==> config.mk <==
export PLATFORM = sky130hd
export DESIGN_NAME = fifo_flops_ext
export DESIGN_NICKNAME = d
export VERILOG_FILES = /design/src/rtl/fifo_pkg.sv /design/src/rtl/fifo_ptr.sv /design/src/rtl/fifo_flops_ext.sv
export SDC_FILE = /design/constraint.sdc
export NUM_CORES = 1
export LEC_CHECK = 0
export ABC_AREA = 1
export ABC_CLOCK_PERIOD_IN_PS = 4750
export CORE_MARGIN = 3
export CORE_UTILIZATION = 55
export CTS_BUF_LIST = sky130_fd_sc_hd__clkbuf_4 sky130_fd_sc_hd__clkbuf_8
export DETAILED_ROUTE_END_ITERATION = 10
export PLACE_DENSITY = 0.76
export SLEW_MARGIN = 20
export SYNTH_ARGS = -nofsm -noshare
export SYNTH_HDL_FRONTEND = slang
export SYNTH_SLANG_ARGS = --single-unit
==> constraint.sdc <==
create_clock -name clk -period 4.75 [get_ports clk]
set_input_delay 0.475 -clock clk [delete_from_list [all_inputs] [get_ports clk]]
set_output_delay 0.475 -clock clk [all_outputs]
set_load 0.005 [all_outputs]
==> src/rtl/fifo_pkg.sv <==
// Shared constants and width helpers for the flop-based FIFO.
// Used by the RTL and by its testbench.
package fifo_pkg;

  localparam int BITS_DEF  = 16;
  localparam int DEPTH_DEF = 8;

  function automatic int cnt_w(input int d);
    return $clog2(d + 1);
  endfunction

  function automatic int ptr_w(input int d);
    return (d > 1) ? $clog2(d) : 1;
  endfunction

endpackage

==> src/rtl/fifo_ptr.sv <==
// Wrap-around pointer: counts 0..depth-1 and returns to 0
// by explicit compare, so non-power-of-2 depths work.
module fifo_ptr
  import fifo_pkg::*;
#(
  parameter int depth = DEPTH_DEF,
  parameter int pw    = ptr_w(depth)
) (
  input  logic          clk,
  input  logic          rst,
  input  logic          inc,
  output logic [pw-1:0] ptr
);

  localparam logic [pw-1:0] LAST = pw'(depth - 1);

  logic [pw-1:0] ptr_q;
  logic [pw-1:0] ptr_d;

  always_comb begin
    ptr_d = ptr_q;
    if (inc) begin
      ptr_d = (ptr_q == LAST) ? '0 : ptr_q + 1'b1;
    end
  end

  always_ff @(posedge clk or negedge rst) begin
    if (!rst) begin
      ptr_q <= '0;
    end else begin
      ptr_q <= ptr_d;
    end
  end

  assign ptr = ptr_q;

endmodule

==> src/rtl/fifo_flops_ext.sv <==
// First-word-fall-through FIFO on a flop array with level
// flags and sticky overflow/underflow error bits.
module fifo_flops_ext
  import fifo_pkg::*;
#(
  parameter int bits   = BITS_DEF,
  parameter int depth  = DEPTH_DEF,
  parameter int af_lvl = depth - 2,
  parameter int ae_lvl = 2
) (
  input  logic                      clk,
  input  logic                      rst,
  input  logic [bits-1:0]           Din,
  input  logic                      push,
  input  logic                      pop,
  input  logic                      clr_err,
  output logic [bits-1:0]           Dout,
  output logic                      full,
  output logic                      pndng,
  output logic [cnt_w(depth)-1:0]   count,
  output logic                      almost_full,
  output logic                      almost_empty,
  output logic                      overflow,
  output logic                      underflow
);

  localparam int CW = cnt_w(depth);
  localparam int PW = ptr_w(depth);

  localparam logic [CW-1:0] FULL_LVL = CW'(depth);
  localparam logic [CW-1:0] AF_LVL   = CW'(af_lvl);
  localparam logic [CW-1:0] AE_LVL   = CW'(ae_lvl);

  logic [bits-1:0] mem_q [depth];
  logic [bits-1:0] mem_d [depth];

  logic [CW-1:0] count_q;
  logic [CW-1:0] count_d;
  logic          ovf_q;
  logic          ovf_d;
  logic          udf_q;
  logic          udf_d;

  logic [PW-1:0] wr_ptr;
  logic [PW-1:0] rd_ptr;
  logic          do_push;
  logic          do_pop;

  assign full  = (count_q == FULL_LVL);
  assign pndng = (count_q != '0);

  // A pop frees the slot in the same edge, so full+push+pop is legal.
  assign do_push = push && (!full || pop);
  assign do_pop  = pop && pndng;

  fifo_ptr #(
    .depth (depth),
    .pw    (PW)
  ) u_wr_ptr (
    .clk (clk),
    .rst (rst),
    .inc (do_push),
    .ptr (wr_ptr)
  );

  fifo_ptr #(
    .depth (depth),
    .pw    (PW)
  ) u_rd_ptr (
    .clk (clk),
    .rst (rst),
    .inc (do_pop),
    .ptr (rd_ptr)
  );

  always_comb begin
    mem_d = mem_q;
    if (do_push) begin
      mem_d[wr_ptr] = Din;
    end
  end

  always_ff @(posedge clk) begin
    mem_q <= mem_d;
  end

  always_comb begin
    count_d = count_q;
    unique case ({do_push, do_pop})
      2'b10:   count_d = count_q + 1'b1;
      2'b01:   count_d = count_q - 1'b1;
      default: count_d = count_q;
    endcase
  end

  // Set events take priority over the clear.
  always_comb begin
    ovf_d = ovf_q;
    udf_d = udf_q;
    if (clr_err) begin
      ovf_d = 1'b0;
      udf_d = 1'b0;
    end
    if (push && full && !pop) begin
      ovf_d = 1'b1;
    end
    if (pop && !pndng) begin
      udf_d = 1'b1;
    end
  end

  always_ff @(posedge clk or negedge rst) begin
    if (!rst) begin
      count_q <= '0;
      ovf_q   <= 1'b0;
      udf_q   <= 1'b0;
    end else begin
      count_q <= count_d;
      ovf_q   <= ovf_d;
      udf_q   <= udf_d;
    end
  end

  assign Dout         = pndng ? mem_q[rd_ptr] : '0;
  assign count        = count_q;
  assign almost_full  = (count_q >= AF_LVL);
  assign almost_empty = (count_q <= AE_LVL);
  assign overflow     = ovf_q;
  assign underflow    = udf_q;

endmodule

# Yosys cells after proc, flatten, opt, wreduce, memory -nomap -nowiden
# Index checks and enable logic that the tools add are counted.
# word_totals
ff_bits	140
# classes
n_eq_ne	5
n_bitwise	2
n_addsub	4
n_lt_le_gt_ge	5
n_mux	13
reduce_logical	14
# op_table
cell	n
$bwmux W128	1
$mux W16	4
$bmux W16 S3	1
$demux W16 S3	1
$ge A4 B4 Y1 const B	2
$not A3 Y4	2
$pmux W4 S2	1
$add A3 B1 Y3 const B	2
$eq A3 B3 Y1 const B	2
$logic_and A1 B1 Y1	6
$mux W3	2
$reduce_bool A2 Y1	3
$add A4 B1 Y4 const B	1
$eq A4 B4 Y1 const B	1
$ge A4 B3 Y1 const B	1
$le A4 B2 Y1 const B	1
$lt A4 B1 Y1 const B	1
$reduce_bool A4 Y1	1
$sub A4 B1 Y4 const B	1
$logic_not A1 Y1	3
$mux W1	3
$eq A2 B1 Y1 const B	1
$eq A2 B2 Y1 const B	1
$logic_or A1 B1 Y1	1

# Depth between registers and ports, before layout
# Gate-level depths: netlist of the first run.
# logic_depth
depth_word	6
mapped_depth	13
ltp_nobuf	13

# Hierarchy
# A second synthesis of the first run with hierarchy kept.
# hier_totals
hier_cells	487
area_unflattened_um2	5816.8
# modules_own_cells
module	cells_per_inst	n_inst	area_each_um2
fifo_flops_ext	453	1	5524.0
fifo_ptr	17	2	146.4

# Worst setup path before layout of the first run
# OpenSTA, ideal clock, no wires.
# synth_timing
kind	input port to flip-flop
start	input pop
end	register mem_q[112] (netlist name) (enable)
t_required_ns	4.362
path_stages	5
setup_time_ns	0.388
n_path_buf	0
slack_ns	2.671
arrival_time_ns	1.691
path_cell_list	inv_1 nand4_1 nand2_1 or2_1 nor2_1
# synth_between
elab_chain_cells	2
# synth_rtl
item	line	source
from (decl)	fifo_flops_ext.sv:15	input logic pop,
$logic_or A1 B1 Y1	fifo_flops_ext.sv:53	assign do_push = push && (!full || pop);
$logic_and A1 B1 Y1	fifo_flops_ext.sv:53	
to (signal assigned)	fifo_flops_ext.sv:84	mem_q <= mem_d;
to (decl)	fifo_flops_ext.sv:34	logic [bits-1:0] mem_q [depth];
# Every way passes these cells.
# A chain may end at the register's enable or synchronous reset.

# Final worst setup path of the first run
# layout_timing
start	register u_rd_ptr.ptr_q[0] (netlist: u_rd_ptr.ptr[0])
end	output Dout[6]
# layout_between
elab_chain_cells	5
# layout_rtl
item	line	source
from (decl)	fifo_ptr.sv:17	logic [pw-1:0] ptr_q;
from (signal assigned)	fifo_ptr.sv:31	ptr_q <= ptr_d;
$not A3 Y4 (implied by the code)	fifo_flops_ext.sv:124	assign Dout = pndng ? mem_q[rd_ptr] : '0;
$bmux W16 S3	fifo_flops_ext.sv:124	
$mux W16 (implied by the code) (2 in a row)	fifo_flops_ext.sv:124	
$mux W16	fifo_flops_ext.sv:124	
to (decl)	fifo_flops_ext.sv:17	output logic [bits-1:0] Dout,
# Every way passes these cells. The select of a mux whose other input is x is not followed.

==> results of run 1 <==
-- worst register-to-register path: cells and delay by family (launching register included) --
kind | cells | cell delay (ps)
buf+inv | 2 | 450
flops | 1 | 470
simple gates | 4 | 1110
-- cell usage after synthesis --
library cell	count	area [sq um]
sky130_fd_sc_hd__a21oi_1	1	5.00
sky130_fd_sc_hd__a31oi_1	1	6.26
sky130_fd_sc_hd__buf_2	6	30.0
sky130_fd_sc_hd__buf_4	2	15.0
sky130_fd_sc_hd__buf_6	11	124
sky130_fd_sc_hd__buf_8	1	15.0
sky130_fd_sc_hd__clkbuf_1	4	15.0
sky130_fd_sc_hd__clkbuf_4	1	7.51
sky130_fd_sc_hd__dfrtp_1	12	300
sky130_fd_sc_hd__edfxtp_1	128	3840
sky130_fd_sc_hd__ha_1	7	87.6
sky130_fd_sc_hd__inv_1	16	60.1
sky130_fd_sc_hd__inv_2	3	11.3
sky130_fd_sc_hd__nand2_1	37	139
sky130_fd_sc_hd__nand2_2	1	6.26
sky130_fd_sc_hd__nand3_1	7	35.0
sky130_fd_sc_hd__nand4_1	1	6.26
sky130_fd_sc_hd__nor2_1	124	465
sky130_fd_sc_hd__nor2_2	3	18.8
sky130_fd_sc_hd__nor3_1	1	5.00
sky130_fd_sc_hd__o211ai_1	15	113
sky130_fd_sc_hd__o211ai_2	1	12.5
sky130_fd_sc_hd__o21a_1	1	7.51
sky130_fd_sc_hd__o21ai_0	55	275
sky130_fd_sc_hd__o21ai_1	18	90.1
sky130_fd_sc_hd__o22ai_1	17	106
sky130_fd_sc_hd__or2_1	1	6.26
sky130_fd_sc_hd__or2_2	1	6.26
sky130_fd_sc_hd__xnor2_1	2	17.5
-- layout make-up --
class                   instances  area [sq um]  share of cell area
repair buffers                 58           551              0.0820
clock buffers                  17           234              0.0348
flip-flops and latches        140          4150               0.617
inverters                      19          71.3              0.0106
multi-input cells             294          1410               0.210
clock inverters                15           140              0.0209
well taps                     133           166              0.0248
-- final timing paths --
kind	startpoint	to	slack, ps	depth (start not counted)
hold reg to reg	underflow	underflow	530	2
hold / removal	rst	u_wr_ptr.ptr[0]	400	1
setup reg to reg	count[2]	mem_q[54]	2400	6
setup / recovery	u_rd_ptr.ptr[0]	Dout[6]	1540	6
min in group clk	underflow	underflow	530	2
max in group asynchronous	rst	u_rd_ptr.ptr[1]	3950	1
-- metrics by stage --
stage | total power, mW | util | hold WS, ps | instances | setup WS, ps
3_5_place_dp | 3.22 | 0.632 | 529 | 644 | 1920
4_1_cts | 4.12 | 0.669 | 402 | 676 | 1530
2_1_floorplan | 2.66 | - | 179 | 478 | 2670
3_3_place_gp | 3.18 | 0.632 | 523 | 644 | 2020
6_report | 4.10 | 0.669 | 395 | 676 | 1540
5_1_grt | 4.36 | 0.669 | 455 | 676 | 1370
-- flip-flops by register name, indices dropped and copies added, names as in the netlist --
register	cells
overflow	1
u_wr_ptr.ptr	3
u_rd_ptr.ptr	3
mem_q	128
count	4
underflow	1
-- cells in the final DEF (no fill, tap or decap), types with 10 or more instances in the layout --
cell type                         instances
sky130_fd_sc_hd__nand2_1                 37
sky130_fd_sc_hd__o22ai_1                 17
sky130_fd_sc_hd__nor2_1                 124
sky130_fd_sc_hd__edfxtp_1               128
sky130_fd_sc_hd__o21ai_0                 55
sky130_fd_sc_hd__dfrtp_1                 10
sky130_fd_sc_hd__o211ai_1                15
sky130_fd_sc_hd__inv_1                   16
sky130_fd_sc_hd__o21ai_1                 18
sky130_fd_sc_hd__clkdlybuf4s50_1         46
sky130_fd_sc_hd__clkbuf_8                17
sky130_fd_sc_hd__buf_4                   12
-- routing by layer --
metal,wire [um],vias to the layer above
met5,0,-
met4,109,0
met3,843,10
met2,5980,163
met1,5070,1840
li1,-,1803
-- logic make-up (layout without fill, tap and decap cells) --
kind of cell	after synthesis	count (layout)
adder cells (fa/ha/maj)	7	7
XOR/XNOR	2	2
flip-flops	140	140
buffers and inverters	44	109
AND/OR/NAND/NOR	176	176
AO/OA/AOI/OAI	109	109
-- power groups by stage --
stage	registers, mW	logic, mW	clock network, mW
6_report	1.74	1.46	0.899
4_1_cts	1.74	1.47	0.913
3_3_place_gp	1.75	1.42	0
3_5_place_dp	1.76	1.45	0
2_1_floorplan	1.64	1.02	0
5_1_grt	1.76	1.63	0.969
==> flow_metrics.py, run 1 <==
metrics = {
    "timing": {
        "timing.final.hold_violations": 0,
        "achievable-frequency_mhz": 311,
        "setup-violations-final": 0,
        "max_slew.worst_pin.slew_ps": 935,
        "relSlewSlack": 0.377,
        "finalWorstPathRequiredPeriod_ps": 3210,
        "setup_total_negative_slack_ps": 0,
        "skew_ps": 14.3,
        "slew_viol_final": 0,
        "period_share": 0.676,
        "unrepaired_setup_endpoints_after_global_routing": "false",
    },
    "grt": {
        "grt_first_pass_wirelength_um": 18600,
        "via_count_of_the_first_global_routing_pass": 3573,
        "groute.layer.met2.usage": 0.335,
        "globalRouteMet3Util": 0.0444,
        "global_route.usage.met1": 0.293,
        "initial_antenna_violation_count": 0,
        "busiest_layer": "met2",
        "globalRoute.totalOverflow": 0,
        "grt_start_max_net_pins": 51,
        "track_usage": 0.212,
    },
    "critical_path": {
        "worst_path_cell_chain": "buf_4 > o21ai_0 > o22ai_1 > nor2_1 > nor2_1 > clkdlybuf4s50_1",
        "crit_path_max_incr_delay_ps": 710,
        "cp_data_required_time_ps": 4280,
        "critical_path.most_common_cell": "sky130_fd_sc_hd__nor2_1",
        "critical_path.slowest_cell": "sky130_fd_sc_hd__dfrtp_2",
        "worstPathMaxFanout": 37,
        "cpLargestDelayFamily": "buffers and inverters",
        "worstPathBufferInverterCount": 2,
        "criticalPathCategory": "reg -> out",
        "timing.critical_path.arrival_ps": 2740,
        "critical_path.endpoint_type": "primary output",
        "startpoint_type_of_the_worst_setup_path": "flop",
    },
    "finish": {
        "fin_area_sq_um": 6720,
        "finish.net_count": 558,
        "flow.area_growth_from_synthesis_pct": 15.2,
        "drive_gt1_frac": 0.0994,
        "diodes": 0,
        "fill_cells": 737,
    },
    "clocking": {
        "clkSlewWorstSetupHoldPaths_ps": 90,
        "cts_inserted_buffers": 17,
        "clock_insertion_delay_at_the_later_pin_of_the_skew_report_ps": 430,
        "htree_levels": 4,
        "ctsRootBufferMaster": "sky130_fd_sc_hd__clkbuf_8",
        "cts.sinks": 140,
        "tritoncts": "done",
        "max-clock-path-buffers": 2,
        "postCtsHoldBufs": 0,
        "post_cts_resize_count": 0,
        "cts_setup_buffers": 0,
    },
    "synthesis": {
        "combinational_family_with_the_most_area_after_synthesis": "simple AND/OR/NAND/NOR gates",
        "yosys.cell_types.count": 29,
        "adder_cell_fraction_of_synth_area": 0.0150,
        "yosys.area_share.xor_xnor": 0.00300,
        "synth_cells": 478,
        "mappedNetlistArea_sq_um": 5830,
        "syn_nets": 506,
        "yosysWarnings": 0,
        "synth-seq-cells": 140,
        "synthSimpleGateAreaFrac": 0.118,
        "share_of_the_synthesized_area_in_compound_gates_ao_oa_aoi_oai": 0.106,
        "synth_mux_area_frac": 0,
        "yosysSeqAreaShare": 0.711,
        "synth_area_per_cell_sq_um": 12.2,
    },
    "power_and_ir_drop": {
        "powerDensity_nw_per_um2": 610,
        "sequentialPowerShare": 0.425,
        "internal_power_mw": 2.62,
        "switching_share": 0.360,
        "power.leakage_nw": 2.40,
        "power_frac_clock": 0.220,
        "max-vdd-ir-drop_uv": 332,
        "switching_power_mw": 1.48,
        "share_comb_of_total_power": 0.355,
    },
    "floorplanning": {
        "design.portCount": 47,
        "floorplan.die.width_um": 109,
        "die_area_sq_um": 11900,
        "fp.dieH_um": 109,
        "core_area_sq_um": 10000,
        "floorplan.rows": 36,
        "floorplan.initialDensity": 0.580,
    },
    "drt": {
        "drc": 0,
        "detail-route-antenna-nets": 0,
        "wl_per_cell_um": 17.8,
        "total_wirelength_of_the_detailed_routed_design_um": 12000,
        "drtPass1Iterations": 5,
        "first_iter_violations": 267,
        "detail_route.vias_per_cell": 5.64,
        "via_count": 3816,
    },
    "placement": {
        "detailedPlacementHpwl_um": 7180,
        "detailed_place.area_sq_um": 6340,
        "globalplace.congestion": 0.873,
        "portBuffers": 46,
    },
    "run": {
        "drv.max_cap_violation_count": 0,
    },
    "hold_path": {
        "worstHoldPathType": "in -> async",
    },
    "outcome": {
        "outcome": "complete, no violations",
    },
}
No activity file was read; power rests on OpenSTA's default activity.
==> run 2, diff against run 1 <==
--- a/config.mk
+++ b/config.mk
@@ -6,7 +6,7 @@
 export NUM_CORES = 1
 export LEC_CHECK = 0
 export ABC_AREA = 1
-export ABC_CLOCK_PERIOD_IN_PS = 4750
+export ABC_CLOCK_PERIOD_IN_PS = 3100
 export CORE_MARGIN = 3
 export CORE_UTILIZATION = 55
 export CTS_BUF_LIST = sky130_fd_sc_hd__clkbuf_4 sky130_fd_sc_hd__clkbuf_8
==> constraint.sdc (replaced) <==
create_clock -name clk -period 3.1 [get_ports clk]
set_input_delay 0.31 -clock clk [delete_from_list [all_inputs] [get_ports clk]]
set_output_delay 0.31 -clock clk [all_outputs]
set_load 0.005 [all_outputs]
==> flow_metrics.py, run 2 (same netlist as run 1, synthesis figures left out) <==
metrics = {
    "timing": {
        "max_slew.worst_pin.slew_ps": 641,
        "timing.final.hold_violations": 0,
        "slew_viol_final": 0,
        "holdWs_ps": 243,
        "relSlewSlack": 0.572,
        "setup-violations-final": 0,
        "achievable-frequency_mhz": 369,
        "skew_ps": 7.90,
        "finalWorstPathRequiredPeriod_ps": 2710,
        "setup_total_negative_slack_ps": 0,
        "period_share": 0.874,
        "unrepaired_setup_endpoints_after_global_routing": "false",
    },
    "critical_path": {
        "critical_path.endpoint_type": "primary output",
        "reg2regPathDepth": 11,
        "startpoint_type_of_the_worst_setup_path": "flop",
        "worst_r2r_endpoint": "count[2]",
        "cp_data_required_time_ps": 2790,
        "criticalPathCategory": "reg -> out",
        "timing.critical_path.arrival_ps": 2400,
        "reg2reg_slack_ps": 940,
        "worstPathMaxFanout": 20,
        "regToRegStartpoint": "count[1]",
    },
    "grt": {
        "grt_start_max_net_pins": 63,
        "grt_first_pass_wirelength_um": 19300,
        "globalRouteMet3Util": 0.0491,
        "initial_antenna_violation_count": 0,
        "busiest_layer": "met2",
        "global_route.usage.met1": 0.289,
        "via_count_of_the_first_global_routing_pass": 3813,
        "track_usage": 0.218,
        "groute.layer.met2.usage": 0.347,
        "globalRoute.totalOverflow": 0,
    },
    "drt": {
        "drtPass1Iterations": 4,
        "wl_per_cell_um": 17.4,
        "first_iter_violations": 299,
        "detail_route.vias_per_cell": 5.54,
        "total_wirelength_of_the_detailed_routed_design_um": 11900,
        "detail-route-antenna-nets": 0,
        "via_count": 3797,
        "drc": 0,
    },
    "floorplanning": {
        "floorplan.die.width_um": 109,
        "die_area_sq_um": 11900,
        "design.portCount": 47,
        "floorplan.initialDensity": 0.580,
        "fp.dieH_um": 109,
        "core_area_sq_um": 10000,
        "floorplan.rows": 36,
    },
    "finish": {
        "drive_gt1_frac": 0.112,
        "sequential_cell_area_in_the_final_layout_sq_um": 4150,
        "flow.area_growth_from_synthesis_pct": 17.6,
        "diodes": 0,
        "mostFrequentLayoutCells": "128 x sky130_fd_sc_hd__edfxtp_1, 124 x sky130_fd_sc_hd__nor2_1, 55 x sky130_fd_sc_hd__o21ai_0",
        "top_register": "mem_q",
        "finish.net_count": 567,
        "fill_cells": 709,
        "multiInputGateArea_sq_um": 1410,
        "layout.cells.most_common": "sky130_fd_sc_hd__edfxtp_1",
        "largest_reg_flops": 128,
    },
    "clocking": {
        "cts_setup_buffers": 0,
        "clkSlewWorstSetupHoldPaths_ps": 80,
        "max-clock-path-buffers": 2,
        "postCtsHoldBufs": 0,
        "htree_levels": 4,
        "cts.sinks": 140,
        "clock_insertion_delay_at_the_later_pin_of_the_skew_report_ps": 420,
        "ctsRootBufferMaster": "sky130_fd_sc_hd__clkbuf_8",
        "post_cts_resize_count": 0,
        "cts_inserted_buffers": 17,
        "tritoncts": "done",
    },
    "run": {
        "drv.max_cap_violation_count": 0,
    },
    "power_and_ir_drop": {
        "power.leakage_nw": 2.48,
        "powerDensity_nw_per_um2": 950,
        "max-vdd-ir-drop_uv": 643,
    },
    "placement": {
        "globalplace.congestion": 0.860,
        "portBuffers": 46,
        "detailedPlacementHpwl_um": 7340,
    },
    "outcome": {
        "outcome": "complete, no violations",
    },
    "hold_path": {
        "worstHoldPathType": "in -> async",
    },
}
-- run 2: cell types whose count changed in the layout (fill, tap and decap cells not counted) --
cell	before	now
sky130_fd_sc_hd__clkinvlp_4	3	2
sky130_fd_sc_hd__dfrtp_2	2	1
sky130_fd_sc_hd__inv_8	0	1
sky130_fd_sc_hd__clkinv_4	4	2
sky130_fd_sc_hd__buf_4	12	19
sky130_fd_sc_hd__bufinv_16	1	3
sky130_fd_sc_hd__dfrtp_1	10	11
sky130_fd_sc_hd__buf_12	0	2
-- run 2: routing by layer --
| layer | routed length [um] | share of wire | vias to the layer above |
|---|---|---|---|
| met2 | 5900 | 0.50 | 124 |
| met5 | 0 | 0 | - |
| met4 | 239 | 0.020 | 0 |
| li1 | - | - | 1822 |
| met3 | 679 | 0.057 | 25 |
| met1 | 5080 | 0.43 | 1826 |
-- run 2: layout make-up --
type                    instances  share of cell area
inverters                      19              0.0104
repair buffers                 67              0.0938
multi-input cells             294               0.206
well taps                     133              0.0243
clock inverters                15              0.0272
clock buffers                  17              0.0341
flip-flops and latches        140               0.605
-- run 2: power by group --
group	internal, mW	total, mW	switching [mW]
combinational	1.06	2.46	1.40
sequential	2.37	2.53	0.160
clock	0.812	1.52	0.713
-- run 2: worst max path at each step --
| stage | start | endpoint | slack, ps | depth (start not counted) |
|---|---|---|---|---|
| after floorplan | count[2] | mem_q[112] | 1080 | 5 |
| after global placement | pop | count[2] | 890 | 12 |
| after detailed placement | pop | count[2] | 770 | 12 |
| after CTS | u_rd_ptr.ptr[1] | Dout[10] | 390 | 7 |
| after global routing | u_rd_ptr.ptr[1] | Dout[13] | 220 | 7 |
| final | u_rd_ptr.ptr[1] | Dout[10] | 390 | 7 |
-- run 2: stage by stage --
stage | cells | utilization | total power, mW | instance area, sq um | setup slack, ps
4_1_cts | 685 | 0.682 | 6.55 | 6860 | 390
2_1_floorplan | 478 | - | 4.08 | 5830 | 1080
3_5_place_dp | 653 | 0.641 | 5.01 | 6430 | 773
3_3_place_gp | 653 | 0.641 | 4.91 | 6430 | 886
6_report | 685 | 0.682 | 6.52 | 6860 | 390
5_1_grt | 685 | 0.682 | 6.94 | 6860 | 216
-- run 2: worst max-delay path, stage by stage (launching register included) --
cell                              delay (ps)
sky130_fd_sc_hd__dfrtp_1                 380
sky130_fd_sc_hd__buf_4                   210
sky130_fd_sc_hd__inv_2                   290
sky130_fd_sc_hd__o21ai_0                 190
sky130_fd_sc_hd__o22ai_1                 190
sky130_fd_sc_hd__nor2_1                   60
sky130_fd_sc_hd__nor2_1                  130
sky130_fd_sc_hd__clkdlybuf4s50_1         520
